==> config.mk <==
export PLATFORM = sky130hd
export DESIGN_NAME = ip_tile_regbank
export DESIGN_NICKNAME = d
export VERILOG_FILES = /design/src/rtl/ip_tile_regbank.sv
export SDC_FILE = /design/constraint.sdc
export NUM_CORES = 1
export LEC_CHECK = 0
export CAP_MARGIN = 20
export CORE_UTILIZATION = 41
export CTS_CLUSTER_SIZE = 14
export DETAILED_ROUTE_END_ITERATION = 12
export HOLD_SLACK_MARGIN = 0.02
export PLACE_DENSITY = 0.67
export SLEW_MARGIN = 25
export SYNTH_ARGS = -nofsm -noshare
export SYNTH_HDL_FRONTEND = slang
export SYNTH_SLANG_ARGS = --single-unit
==> constraint.sdc <==
create_clock -name clk -period 1.9 [get_ports clk]
set_input_delay 0.38 -clock clk [delete_from_list [all_inputs] [get_ports clk]]
set_output_delay 0.38 -clock clk [all_outputs]
set_load 0.02 [all_outputs]
==> src/rtl/ip_tile_regbank.sv <==
// Host register bank feeding the user IP tile: operand/command registers out, result/status capture in.
// Optional pending-command timeout is built only when IP_TILE_REGBANK_TIMEOUT_EN is defined.
module ip_tile_regbank #(
    parameter int REG_WIDTH      = 32,
    parameter int CSR_IN_WIDTH   = 16,
    parameter int CSR_OUT_WIDTH  = 16,
    parameter int ADDR_WIDTH     = 3,
    parameter int TIMEOUT_CYCLES = 1024
) (
    input  logic                     clk,
    input  logic                     arst_n,
    input  logic                     host_we,
    input  logic                     host_re,
    input  logic [ADDR_WIDTH-1:0]    host_addr,
    input  logic [REG_WIDTH-1:0]     host_wdata,
    output logic [REG_WIDTH-1:0]     host_rdata,
    output logic                     host_rvalid,
    output logic [REG_WIDTH-1:0]     data_reg_a,
    output logic [REG_WIDTH-1:0]     data_reg_b,
    output logic [CSR_IN_WIDTH-1:0]  csr_in,
    input  logic                     csr_in_re,
    input  logic [REG_WIDTH-1:0]     data_reg_c,
    input  logic [CSR_OUT_WIDTH-1:0] csr_out,
    input  logic                     csr_out_we,
    output logic                     irq
);

    localparam logic [ADDR_WIDTH-1:0] ADDR_DATA_A  = ADDR_WIDTH'(0);
    localparam logic [ADDR_WIDTH-1:0] ADDR_DATA_B  = ADDR_WIDTH'(1);
    localparam logic [ADDR_WIDTH-1:0] ADDR_DATA_C  = ADDR_WIDTH'(2);
    localparam logic [ADDR_WIDTH-1:0] ADDR_CSR_IN  = ADDR_WIDTH'(3);
    localparam logic [ADDR_WIDTH-1:0] ADDR_CSR_OUT = ADDR_WIDTH'(4);
    localparam logic [ADDR_WIDTH-1:0] ADDR_STATUS  = ADDR_WIDTH'(5);
    localparam logic [ADDR_WIDTH-1:0] ADDR_IRQ_EN  = ADDR_WIDTH'(6);

    if (CSR_IN_WIDTH > REG_WIDTH || CSR_OUT_WIDTH > REG_WIDTH || TIMEOUT_CYCLES < 1) begin : g_cfg_check
        $error("ip_tile_regbank: illegal parameter combination");
    end

    logic [REG_WIDTH-1:0]     data_c_q;
    logic [CSR_OUT_WIDTH-1:0] csr_out_q;
    logic                     in_pending, out_valid, out_overrun, in_overwrite, irq_en;
    logic                     in_pending_n, out_valid_n, out_overrun_n, in_overwrite_n;
    logic                     timeout_flag, timeout_hit;
    logic                     wr_csr_in, wr_status, rd_csr_out;
    logic [4:0]               status;
    logic [REG_WIDTH-1:0]     rd_mux;

    assign wr_csr_in  = host_we && (host_addr == ADDR_CSR_IN);
    assign wr_status  = host_we && (host_addr == ADDR_STATUS);
    assign rd_csr_out = host_re && (host_addr == ADDR_CSR_OUT);
    assign status     = {timeout_flag, in_overwrite, out_overrun, out_valid, in_pending};

    // Flag updates: a new event in the same cycle beats a write-1-to-clear.
    always_comb begin
        in_pending_n   = in_pending;
        in_overwrite_n = in_overwrite & ~(wr_status & host_wdata[3]);
        out_valid_n    = out_valid;
        out_overrun_n  = out_overrun & ~(wr_status & host_wdata[2]);
        if (wr_csr_in) begin
            in_pending_n = 1'b1;
            if (in_pending && !csr_in_re) begin
                in_overwrite_n = 1'b1;
            end
        end else if (csr_in_re || timeout_hit) begin
            in_pending_n = 1'b0;
        end
        if (csr_out_we) begin
            out_valid_n = 1'b1;
            if (out_valid && !rd_csr_out) begin
                out_overrun_n = 1'b1;
            end
        end else if (rd_csr_out) begin
            out_valid_n = 1'b0;
        end
    end

    always_comb begin
        rd_mux = '0;
        case (host_addr)
            ADDR_DATA_A:  rd_mux = data_reg_a;
            ADDR_DATA_B:  rd_mux = data_reg_b;
            ADDR_DATA_C:  rd_mux = data_c_q;
            ADDR_CSR_IN:  rd_mux = REG_WIDTH'(csr_in);
            ADDR_CSR_OUT: rd_mux = REG_WIDTH'(csr_out_q);
            ADDR_STATUS:  rd_mux = REG_WIDTH'(status);
            ADDR_IRQ_EN:  rd_mux = REG_WIDTH'(irq_en);
            default:      rd_mux = '0;
        endcase
    end

    always_ff @(posedge clk or negedge arst_n) begin
        if (!arst_n) begin
            data_reg_a   <= '0;
            data_reg_b   <= '0;
            csr_in       <= '0;
            data_c_q     <= '0;
            csr_out_q    <= '0;
            irq_en       <= 1'b0;
            in_pending   <= 1'b0;
            in_overwrite <= 1'b0;
            out_valid    <= 1'b0;
            out_overrun  <= 1'b0;
            host_rdata   <= '0;
            host_rvalid  <= 1'b0;
            irq          <= 1'b0;
        end else begin
            if (host_we && host_addr == ADDR_DATA_A) data_reg_a <= host_wdata;
            if (host_we && host_addr == ADDR_DATA_B) data_reg_b <= host_wdata;
            if (wr_csr_in) csr_in <= host_wdata[CSR_IN_WIDTH-1:0];
            if (host_we && host_addr == ADDR_IRQ_EN) irq_en <= host_wdata[0];
            if (csr_out_we) begin
                data_c_q  <= data_reg_c;
                csr_out_q <= csr_out;
            end
            in_pending   <= in_pending_n;
            in_overwrite <= in_overwrite_n;
            out_valid    <= out_valid_n;
            out_overrun  <= out_overrun_n;
            host_rvalid  <= host_re;
            if (host_re) host_rdata <= rd_mux;
            irq          <= irq_en & (out_valid | out_overrun | in_overwrite | timeout_flag);
        end
    end

`ifdef IP_TILE_REGBANK_TIMEOUT_EN
    localparam int CNT_W = (TIMEOUT_CYCLES > 1) ? $clog2(TIMEOUT_CYCLES) : 1;

    logic [CNT_W-1:0] pend_cnt;

    // Counter only runs while a command waits untouched; any write or consume restarts it.
    assign timeout_hit = in_pending && !wr_csr_in && !csr_in_re &&
                         (pend_cnt == CNT_W'(TIMEOUT_CYCLES - 1));

    always_ff @(posedge clk or negedge arst_n) begin
        if (!arst_n) begin
            pend_cnt     <= '0;
            timeout_flag <= 1'b0;
        end else begin
            if (wr_csr_in || csr_in_re || !in_pending || timeout_hit) begin
                pend_cnt <= '0;
            end else begin
                pend_cnt <= pend_cnt + 1'b1;
            end
            timeout_flag <= (timeout_flag & ~(wr_status & host_wdata[4])) | timeout_hit;
        end
    end
`else
    assign timeout_hit  = 1'b0;
    assign timeout_flag = 1'b0;
`endif

endmodule

==> impl_metrics.py <==
metrics = {
    "critical_path": {
        "crit_type": "register to output pin",
        "worstSetupEndpointType": "output pin",
        "crit_path_top_delay_cell": "clkdlybuf4s50_1",
        "crit_path_max_fanout": 3,
        "required_ns": 1.52,
        "path_delay_family": "buffers and inverters",
        "arrival_ns": 1.46,
        "cp_cell_sequence": "clkdlybuf4s50_1",
        "slowest_delay_ns": 0.63,
        "path_buf_inv": 1,
        "startpoint_type": "register",
    },
    "power_and_ir_drop": {
        "power.density_mw_per_mm2": 1088,
        "pwr-share-seq": 0.408,
        "swShare": 0.2868,
        "p_leak_nw": 4.344,
        "peakVddDrop_v": 0.0006605,
        "switchingPower_mw": 3.227,
        "clockPowerShare": 0.327,
        "pwr-share-comb": 0.265,
        "internal_power_mw": 8.026,
        "p_total_mw": 11.25,
    },
    "die": {
        "dieArea_mm2": 0.01825,
        "die_y_um": 135.1,
        "design.core.area_mm2": 0.01730,
        "rows": 48,
        "die_w_um": 135.1,
        "initial_core_util": 0.4198,
        "io_pins": 203,
    },
    "drt": {
        "dr_wl_met3_mm": 1.240,
        "routed_wl_mm": 20.03,
        "drt_iter0_drc": 210,
        "top_layer_used": "met4",
        "wl_per_cell_um": 20.27,
        "drc_errors": 0,
        "dr_wl_met2_mm": 9.747,
        "antenna_left": 0,
        "route.vias.total": 5338,
        "m1WireLength_mm": 8.443,
        "viasPerCell": 5.403,
        "first_pass_iters": 6,
    },
    "yosys": {
        "synth_seq_cells": 167,
        "synth-seq-area-share": 0.5756,
        "synth_cell_types": 42,
        "yosys-top-cells-area": "dfrtp_1 58%, mux2_2 18%, mux2i_1 3.2%, a22oi_1 2.4%, mux2_4 1.7%",
        "synth-edff-count": 0,
        "postSynthAreaPerCell_um2": 13.60,
        "ys.warnings.count": 0,
        "async_flop_share": 1.000,
        "synth_flop_cell": "dfrtp_1",
        "yosysTopAreaCell": "dfrtp_1",
        "syn_inst": 534,
        "syn-num-nets": 623,
        "syn-cell-area_mm2": 0.007261,
        "synth_top_area_share": 0.5756,
    },
    "clocking": {
        "cts_root_buf": "clkbuf_16",
        "htreeDepth": 4,
        "path_clk_slew_ns": 0.07,
        "worstSkewPairLatency_ns": 0.42,
        "clkSinkCount": 167,
        "cts_buffer_depth": 2,
        "cts_buffers": 17,
        "cts_setup_buffers": 0,
        "cts_tree": "built",
    },
    "run": {
        "maxCapViolations": 0,
    },
    "sta": {
        "rsz0062_at_grt": "no",
        "post-route-min-period_ns": 1.839,
        "slew_headroom": 0.5612,
        "hold_viol": 0,
        "worst_slew_pin_slew_ns": 0.6575,
        "max_freq_mhz": 543.8,
        "finalClockSkew_ns": 0.006558,
        "setup_violations": 0,
        "slew_viol_final": 0,
        "fin_setup_tns_ns": 0,
        "fin_crit_sh": 0.9679,
        "holdWs_ns": 0.3467,
    },
    "hold_path": {
        "hold_class": "input port to register",
    },
    "place": {
        "hpwl_mm": 13.74,
        "place_congestion": 0.8005,
        "port_buffers": 202,
        "placed_cells": 954,
    },
    "final_layout": {
        "synthToLayoutAreaGrowth_pct": 42.48,
        "mostFrequentLayoutCells": "198 x clkdlybuf4s50_1, 167 x dfrtp_1, 119 x mux2_2",
        "final_util": 0.5981,
        "drive_gt1_frac": 0.2638,
        "fin_nets": 838,
        "mostFrequentLayoutCell": "clkdlybuf4s50_1",
        "nFillCells": 1358,
        "finalNonFillerCells": 988,
    },
    "grt": {
        "antenna_found_initial": 1,
        "track_usage": 0.2306,
        "grt_pass1_vias": 5635,
        "grt_pass1_wl_mm": 31.37,
        "grt_max_degree": 57,
        "overflow": 0,
    },
    "run_status": {
        "status": "finished, final reports clean",
    },
}
[metrics by stage]
step / area (um^2) / setup slack, ns
2_1_floorplan: 7261 / 0.3460
3_3_place_gp: 9697 / -0.2834
3_5_place_dp: 9697 / -0.4354
4_1_cts: 10340 / 0.02337
5_1_grt: 10340 / 0.01135
6_report: 10340 / 0.06103
[repair_timing]
action | in CTS | in global routing
hold buffers | 1 | 0
gates resized for setup | 0 | 2
setup endpoints to repair | 0 | 6
hold endpoints to repair | 38 | 0
[sequential cells by signal (all words and copies together) (netlist names), 16 cells and up]
name	cells
data_c_q	32
data_reg_a	32
data_reg_b	32
host_rdata	32
csr_in	16
csr_out_q	16
[layer usage]
metal / vias to the layer above / global-route usage
li1: 2365 / -
met1: 2728 / 0.2937
met2: 205 / 0.3754
met3: 40 / 0.05143
met4: 0 / 0.1049
met5: - / 0
[layout make-up]
cell class              count  area, um^2  area share
clock inverters            11       171.4     0.01657
flip-flops and latches    167        4179      0.4040
diodes                      1       2.502   0.0002419
clock buffers              21       460.4     0.04451
multi-input cells         311        2790      0.2697
repair buffers            235        2396      0.2316
inverters                  17       63.81    0.006168
well taps                 225       281.5     0.02721
[Yosys cell counts, types with 8 or more instances]
master and n:
nor2b_1 8, dfrtp_1 167, nor2_1 21, o221ai_1 11
mux2_2 119, buf_4 9, a21oi_1 20, inv_1 17
clkbuf_1 10, o22ai_1 17, nand2b_1 13, a2bb2oi_1 12
a22oi_1 23, mux2_4 8, mux2i_1 23
[power groups by stage]
stage	combinational [mW]	clock [mW]	sequential (mW)
after floorplan	0.906	0	5.12
after global placement	2.95	0	4.62
after detailed placement	2.99	0	4.65
after CTS	3.01	3.75	4.59
after global routing	3.16	3.90	4.66
final	2.98	3.69	4.59
[cells by family (layout without fill, tap and decap cells)]
kind of cell | count (synthesis) | after routing | synth area share
mux | 155 | 155 | 0.2421
other cells | 0 | 1 | 0
flops | 167 | 167 | 0.5756
simple gates | 60 | 60 | 0.04722
buf+inv | 56 | 284 | 0.04256
compound gates | 96 | 96 | 0.09254
[final timing paths]
check	cells past startpoint	slack, ns	start	end
worst min-delay path	1	0.35	host_re	host_rvalid$_DFF_PN0_
worst max register to register	3	0.63	in_overwrite$_DFF_PN0_	host_rdata[3]$_DFFE_PN0P_
min in group asynchronous	2	0.46	arst_n	data_c_q[15]$_DFFE_PN0P_
max in group asynchronous	3	0.78	arst_n	host_rdata[19]$_DFFE_PN0P_
worst max-delay path	1	0.06	data_reg_a[12]$_DFFE_PN0P_	data_reg_a[12]
worst min register to register	1	0.51	data_c_q[17]$_DFFE_PN0P_	data_c_q[17]$_DFFE_PN0P_
Power figures use the tool's default switching activity.
